<file path="src/rtl/adc_frame_buffer.sv">
// adc_frame_buffer: triggers ADC conversions and packs samples into ping-pong frames for the FFT.
// Define ADC_FRAME_BITREV_EN to store each frame in bit-reversed index order.
module adc_frame_buffer #(
  parameter int MSB        = 8,
  parameter int N_LOG2     = 5,
  parameter int SAMPLE_DIV = 1024
) (
  input  logic              clk,
  input  logic              rst,
  input  logic              enable,
  output logic              sample,
  input  logic [MSB-1:0]    adc_data,
  input  logic              adc_dv,
  output logic              frame_ready,
  input  logic              frame_ack,
  input  logic [N_LOG2-1:0] rd_addr,
  output logic [MSB-1:0]    rd_data,
  output logic              overrun,
  output logic              trig_miss
);
  localparam int DW = (SAMPLE_DIV > 2) ? $clog2(SAMPLE_DIV) : 1;
  localparam logic [DW-1:0] DIV_LAST = DW'(SAMPLE_DIV - 1);
  localparam logic [N_LOG2-1:0] IDX_LAST = '1;
  logic [DW-1:0]     r_div;
  logic              r_busy, r_dv_prev, r_wr_en, r_wr_bank, r_rd_bank;
  logic              r_frame_ready, r_overrun, r_trig_miss;
  logic [MSB-1:0]    r_cap_data, r_rd_data;
  logic [N_LOG2-1:0] r_wr_idx, w_waddr;
  logic [MSB-1:0]    r_mem [2**(N_LOG2+1)];
  logic              w_tick, w_fire, w_cap, w_last, w_held;
  assign w_tick = enable && r_div == DIV_LAST;
  assign w_fire = w_tick && !r_busy;
  // Only a DV rising edge that answers our own outstanding request is captured.
  assign w_cap  = adc_dv && !r_dv_prev && r_busy;
  assign w_last = r_wr_en && r_wr_idx == IDX_LAST;
  // Ack is applied before completion, so a same-cycle ack frees the read bank for the swap.
  assign w_held = r_frame_ready && !frame_ack;
`ifdef ADC_FRAME_BITREV_EN
  for (genvar b = 0; b < N_LOG2; b++) begin : g_rev
    assign w_waddr[b] = r_wr_idx[N_LOG2-1-b];
  end
`else
  assign w_waddr = r_wr_idx;
`endif
  assign sample      = w_fire;
  assign frame_ready = r_frame_ready;
  assign rd_data     = r_rd_data;
  assign overrun     = r_overrun;
  assign trig_miss   = r_trig_miss;
  always_ff @(posedge clk) begin
    if (rst) begin
      r_div         <= '0;
      r_busy        <= 1'b0;
      r_dv_prev     <= 1'b0;
      r_wr_en       <= 1'b0;
      r_wr_idx      <= '0;
      r_wr_bank     <= 1'b0;
      r_rd_bank     <= 1'b1;
      r_frame_ready <= 1'b0;
      r_overrun     <= 1'b0;
      r_trig_miss   <= 1'b0;
      r_rd_data     <= '0;
    end else begin
      r_div         <= (!enable || w_tick) ? '0 : r_div + DW'(1);
      r_dv_prev     <= adc_dv;
      r_busy        <= w_fire || (r_busy && !w_cap);
      r_trig_miss   <= r_trig_miss || (w_tick && r_busy);
      r_wr_en       <= w_cap;
      r_wr_idx      <= r_wr_idx + N_LOG2'(r_wr_en);
      r_frame_ready <= w_held || w_last;
      r_overrun     <= r_overrun || (w_last && w_held);
      r_rd_bank     <= (w_last && !w_held) ? r_wr_bank : r_rd_bank;
      r_wr_bank     <= (w_last && !w_held) ? !r_wr_bank : r_wr_bank;
      r_rd_data     <= r_mem[{r_rd_bank, rd_addr}];
    end
  end
  always_ff @(posedge clk) begin
    if (w_cap) r_cap_data <= adc_data;
    if (r_wr_en) r_mem[{r_wr_bank, w_waddr}] <= r_cap_data;
  end
endmodule

</file>
<file path="config.mk">
export PLATFORM = sky130hd
export DESIGN_NAME = adc_frame_buffer
export DESIGN_NICKNAME = d
export VERILOG_FILES = /design/src/rtl/adc_frame_buffer.sv
export SDC_FILE = /design/constraint.sdc
export NUM_CORES = 1
export LEC_CHECK = 0
export CORE_MARGIN = 2
export CORE_UTILIZATION = 30
export DETAILED_ROUTE_END_ITERATION = 8
export GPL_TIMING_DRIVEN = 0
export PLACE_DENSITY = 0.53
export REMOVE_ABC_BUFFERS = 1
export SLEW_MARGIN = 20
export SYNTH_ARGS = -nofsm -noshare
export SYNTH_HDL_FRONTEND = slang
export SYNTH_SLANG_ARGS = --single-unit
</file>
<file path="constraint.sdc">
create_clock -name clk -period 3 [get_ports clk]
set_clock_uncertainty 0.2 [all_clocks]
set_input_delay 0.6 -clock clk [delete_from_list [all_inputs] [get_ports clk]]
set_output_delay 0.6 -clock clk [all_outputs]
set_load 0.005 [all_outputs]
</file>
* Yosys cells after proc, flatten, opt, wreduce, memory -nomap -nowiden *
Memory sizes are Yosys's and may differ from the RTL's. A register that Yosys moved wholly into a read port is not among the register bits.
Index checks and enable logic that the tools add are counted.

storage, ports and cells
  logic and storage cells = 41
  output and inout port bits = 12
  bits of input ports = 18
  register bits = 31
  RAM bits = 512
  memories = 1

cells by class
  mux-type cells = 2
  equality and inequality tests = 2
  reductions and logical operators = 23
  add/sub/neg operators = 2

memories
  memory  words  width  rd ports  clocked after Yosys merged registers in  write ports  line  RTL
  r_mem   64     8      1         1                                        1            29    logic [MSB-1:0] r_mem [2**(N_LOG2+1)];

operators with widths
  kind                                            number
  adder 10 x 1 -> 10 bit (second input constant)  1
  equality test 10 bit (second input constant)    1
  logical AND 1 bit                               10
  logical NOT 1 bit                               7
  adder 5 x 1 -> 5 bit                            1
  equality test 5 bit (second input constant)     1
  logical OR 1 bit                                5
  two-way mux 1 bit                               2
  OR reduction 2 bit                              1

* Logic depth before layout (Yosys ltp) *
  word-level depth = 6
  depth in mapped cells = 8
  gate-level depth less buffers = 6

* Least setup slack after synthesis *
No wires, ideal clock.

  kind = input to register
  start point = input port rd_addr[0]
  end point = register r_rd_data[2] (netlist: rd_data[2]) (read register of r_mem)
  arrival = 1842 ps
  setup time = 117 ps
  required time = 2683 ps
  stages = 7
  slack = 841 ps
  path buffers = 2
  cell sequence = buf_6 buf_4 mux4_2 nor3_1 a31oi_1 o211ai_1 nand2_1

RTL lines
  what         line  RTL
  from (decl)  16    input logic [N_LOG2-1:0] rd_addr,
  to (decl)    27    logic [MSB-1:0] r_cap_data, r_rd_data;

* Worst setup path in the final report *
  start point = register r_wr_en
  end point = memory r_mem[22][0] (enable)

between the ends
  cells in the longest elaborated chain, start to end = 2

RTL lines
  what                                     line  RTL
  from (decl)                              25    logic r_busy, r_dv_prev, r_wr_en, r_wr_bank, r_rd_bank;
  from (signal assigned)                   68    r_wr_en <= w_cap;
  two-way mux 1 bit                        79    if (r_wr_en) r_mem[{r_wr_bank, w_waddr}] <= r_cap_data;
  two-way mux 1 bit (implied by the code)  79
  to (decl)                                29

No other way between the ends.

==> impl_summary.txt <==
----------------------------------------------------
[Worst setup path]
  Critical R2R Launch ... r_wr_en$_SDFF_PP0_
  Critical Path AT ... 3.03 ns
  CP Launch Point ... r_wr_en$_SDFF_PP0_
  Highest fanout seen on the critical path ... 8
  CP required ... 3.02 ns
  Classification of the worst setup path ... reg2reg
  Kind of end point of the critical path ... register
  Kind of start point of the critical path ... register

[Detailed routing]
  Detailed router's first-iteration violation count ... 942
  Number of remaining DRC errors ... 0
  Drt via density ... 4.89
  Detailed Route WL ... 49.5 mm
  Met2 WL ... 23.3 mm
  Detailed route wirelength on metal3 ... 3.06 mm
  Post-route met1 wirelength ... 22.0 mm
  Routed length per instance ... 23.4 µm
  Total iterations of the first detailed-routing run ... 5
  Highest layer used for signal routing ... met4
  Via Count ... 10400
  Routed Antenna Nets ... 0

[Placement]
  # port buffers ... 29
  Last weighted congestion value of the routability-driven placer ... 0.848
  Cell Area, Placed ... 22900 µm²
  HPWL after DPL ... 30.4 mm

[Die]
  Core footprint ... 70300 µm²
  Die Y ... 271 µm
  Starting density of the core ... 30.4%
  Die area ... 73400 µm²
  # IOs ... 30
  Die boundary width ... 271 µm
  Number of placement rows ... 97

[STA]
  Achievable frequency ... 332 MHz
  Hold_ws ... 0.222 ns
  Setup repair after global routing missed its margin ... yes
  Final setup fails ... 16
  Fin crit share ... 100%
  Slew headroom ... 28.2%
  Max-slew violation count ... 0
  Smallest setup slack after layout ... -0.0142 ns
  Min Tclk post-route ... 3.01 ns
  Slew @ Worst Pin ... 1.07 ns
  Final number of hold-violating endpoints ... 0

[Synth]
  Share of the yosys chip area belonging to registers ... 76.0%
  Top post-synthesis cells by area ... sky130_fd_sc_hd__edfxtp_1 73%, sky130_fd_sc_hd__mux4_2 13%, sky130_fd_sc_hd__dfxtp_1 2.9%, sky130_fd_sc_hd__nor2_1 1.8%, sky130_fd_sc_hd__mux2i_1 1.4%
  Post-synthesis instance total ... 1081
  EDFF count, synth ... 520
  Total of warnings raised by yosys ... 0
  Post-synthesis cell area ... 21400 µm²
  Synth Area per Inst ... 19.8 µm²
  Count of different cell masters after synthesis ... 48
  Top cell type's share of synthesized area ... 73.1%
  Number of flip-flops and latches in the synthesized netlist ... 551
  Most used flip-flop cell after synthesis ... sky130_fd_sc_hd__edfxtp_1
  Biggest area consumer among synthesized cells ... sky130_fd_sc_hd__edfxtp_1
  Async set-or-reset flop fraction in the synthesized netlist ... 0%

[Global route]
  Antenna violations before repair ... 0
  Via count of the first global-routing pass ... 10700
  Global routing usage summed across all routing layers ... 13.4%
  Maximum number of pins on one net before global-route repair ... 62
  Wire length of the first global-routing pass ... 72.5 mm
  Sum of overflow across all layers after global routing ... 0

[Layout]
  Fill cell total of the finished layout ... 6516
  Area growth syn-to-layout ... 15.6%
  Area taken by multi-input logic gates ... 4760 µm²
  Final net count ... 1157
  Ratio of cells with drive above 1 in the final layout ... 21.9%
  Fraction of the core area covered by cells at the end of the flow ... 35.2%
  Total non-filler cell area in the finished layout ... 24700 µm²
  Total area of sequential cells ... 16200 µm²

[Power and ir drop]
  Power density relative to cell area ... 626 nW/µm²
  Part of the total power dissipated in the clock network ... 42.7%
  Sequential Power Share ... 53.7%
  Switching power as a share of total power ... 20.3%
  Worst vdd ir ... 440 µV
  NetSw ... 3140 µW
  Cell internal pwr ... 12300 µW
  Static Leakage ... 0.00763 µW
  Proportion of power drawn by combinational gates ... 3.7%

[Clock tree]
  CTS tree ... yes
  Clock buffers created by TritonCTS ... 54
  Clock latency on the worst-skew pair ... 0.60 ns
  Maximum level of the CTS H-tree ... 2
  CTS Hold Buffers Added ... 0
  Buffer type at the clock tree root ... sky130_fd_sc_hd__clkbuf_16
  Clk slew on worst S/H paths ... 0.06 ns
  CTS sink count ... 551
  Maximum number of buffers from clock root to sink ... 3

[Job]
  Count of max-cap constraint violations ... 0

[Outcome]
  Failing checks ... setup timing
  Result of the run ... finished, violations left

[Hold path]
  Min-Delay Startpoint ... r_dv_prev$_SDFF_PP0_
  Hold/Removal Path Class ... reg2reg

----------------------------------------------------
## cell type report
class | instances | area share (%)
Tap cell | 940 | 4.76
Clock buffer | 77 | 6.32
Inverter | 4 | 0.0608
Sequential cell | 551 | 65.7
Timing Repair Buffer | 57 | 3.24
Antenna cell | 1 | 0.0101
Multi-Input combinational cell | 468 | 19.3
Clock inverter | 22 | 0.613
## final timing paths
kind / to / slack (ns) / cells past startpoint
worst min-delay path: r_wr_en$_SDFF_PP0_ / 0.22 / 1
worst max register to register: r_mem[22][0]$_DFFE_PP_ / -0.01 / 3
worst max-delay path: r_mem[22][0]$_DFFE_PP_ / -0.01 / 3
worst min register to register: r_wr_en$_SDFF_PP0_ / 0.22 / 1
## cells in the mapped netlist, drive strengths merged (2+ instances only)
cell	instances
o21ai	7
a32oi	6
o211ai	7
xnor2	5
o22a	2
o31ai	4
ha	3
o2111ai	3
nand4	3
inv	3
edfxtp	520
dfxtp	31
clkbuf	19
o32ai	2
nand3	27
buf	39
a22oi	2
nand2b	3
nor3	7
mux2	8
or3b	3
a31oi	12
nor2b	9
nand3b	2
or2	4
mux2i	30
nor2	103
xor2	7
nand2	65
mux4	124
a21oi	11
## sequential cells by signal, summed over array words and instances (netlist names)
name,count
r_dv_prev,1
trig_miss,1
frame_ready,1
rd_data,8
r_wr_bank,1
r_wr_idx,5
r_cap_data,8
r_div,10
r_wr_en,1
r_rd_bank,1
r_busy,1
overrun,1
r_mem,512
## worst max-delay path: stages, from the launching register on
cell                      delay (ns)
sky130_fd_sc_hd__dfxtp_1        0.55
sky130_fd_sc_hd__nor2b_1        0.31
sky130_fd_sc_hd__nand3_1        0.63
sky130_fd_sc_hd__nor2_1         0.94
## kinds of logic (layout without fill, tap and decap cells)
group / Yosys count / count (layout) / synth area share (%)
DFF: 551 / 551 / 76.0
adders and majority gates: 3 / 3 / 0.176
and+or+nand+nor: 231 / 231 / 4.69
xor gates and xnor gates: 12 / 12 / 0.492
AOI/OAI and AO/OA: 60 / 60 / 1.91
other: 0 / 1 / 0
muxes: 162 / 162 / 14.9
buffers and inverters: 62 / 160 / 1.85
## power groups by stage
| stage | clock [µW] | combinational (µW) | sequential [µW] |
|---|---|---|---|
| after floorplan | 0 | 262 | 8460 |
| after global placement | 0 | 694 | 8460 |
| after detailed placement | 0 | 567 | 8460 |
| after CTS | 6750 | 570 | 8300 |
| after global routing | 7010 | 604 | 8290 |
| final | 6600 | 566 | 8300 |
## through the flow
stage	std cells	worst slack [ns]	power, µW	setup TNS (ns)
3_5_place_dp	2018	-1.03	9030	-6.22
6_report	2120	-0.0142	15500	-0.122
4_1_cts	2118	-0.0486	15600	-0.0521
5_1_grt	2119	-0.0338	15900	-0.275
3_3_place_gp	1992	-7.83	9150	-60.59
2_1_floorplan	1023	1.02	8720	0
## placed cells by master, fill, tap and decap left out, types with 7 or more instances in the layout
master and count:
sky130_fd_sc_hd__a21oi_1 11, sky130_fd_sc_hd__a31oi_1 12, sky130_fd_sc_hd__buf_8 21, sky130_fd_sc_hd__clkbuf_1 14, sky130_fd_sc_hd__clkbuf_16 58, sky130_fd_sc_hd__clkdlybuf4s50_1 23, sky130_fd_sc_hd__clkinv_1 10, sky130_fd_sc_hd__clkinv_2 10
sky130_fd_sc_hd__dfxtp_1 29, sky130_fd_sc_hd__edfxtp_1 520, sky130_fd_sc_hd__mux2_2 8, sky130_fd_sc_hd__mux2i_1 30, sky130_fd_sc_hd__mux4_2 124, sky130_fd_sc_hd__nand2_1 65, sky130_fd_sc_hd__nand3_1 27, sky130_fd_sc_hd__nor2_1 97
sky130_fd_sc_hd__nor2b_1 9, sky130_fd_sc_hd__nor3_1 7, sky130_fd_sc_hd__o211ai_1 7, sky130_fd_sc_hd__xor2_1 7
## per-layer routing
metal  GRT usage [%]  up-vias
met5               0        -
met4            4.09        0
met3            2.52       75
met2            21.1      330
met1            18.7     5490
li1                -     4474
## what timing repair did
action,in CTS,in global routing
gates resized for setup,9,5
setup endpoints to repair,17,43
pin swaps,2,0
buffers inserted,1,0
gates cloned,0,1
Power figures use the tool's default switching activity.
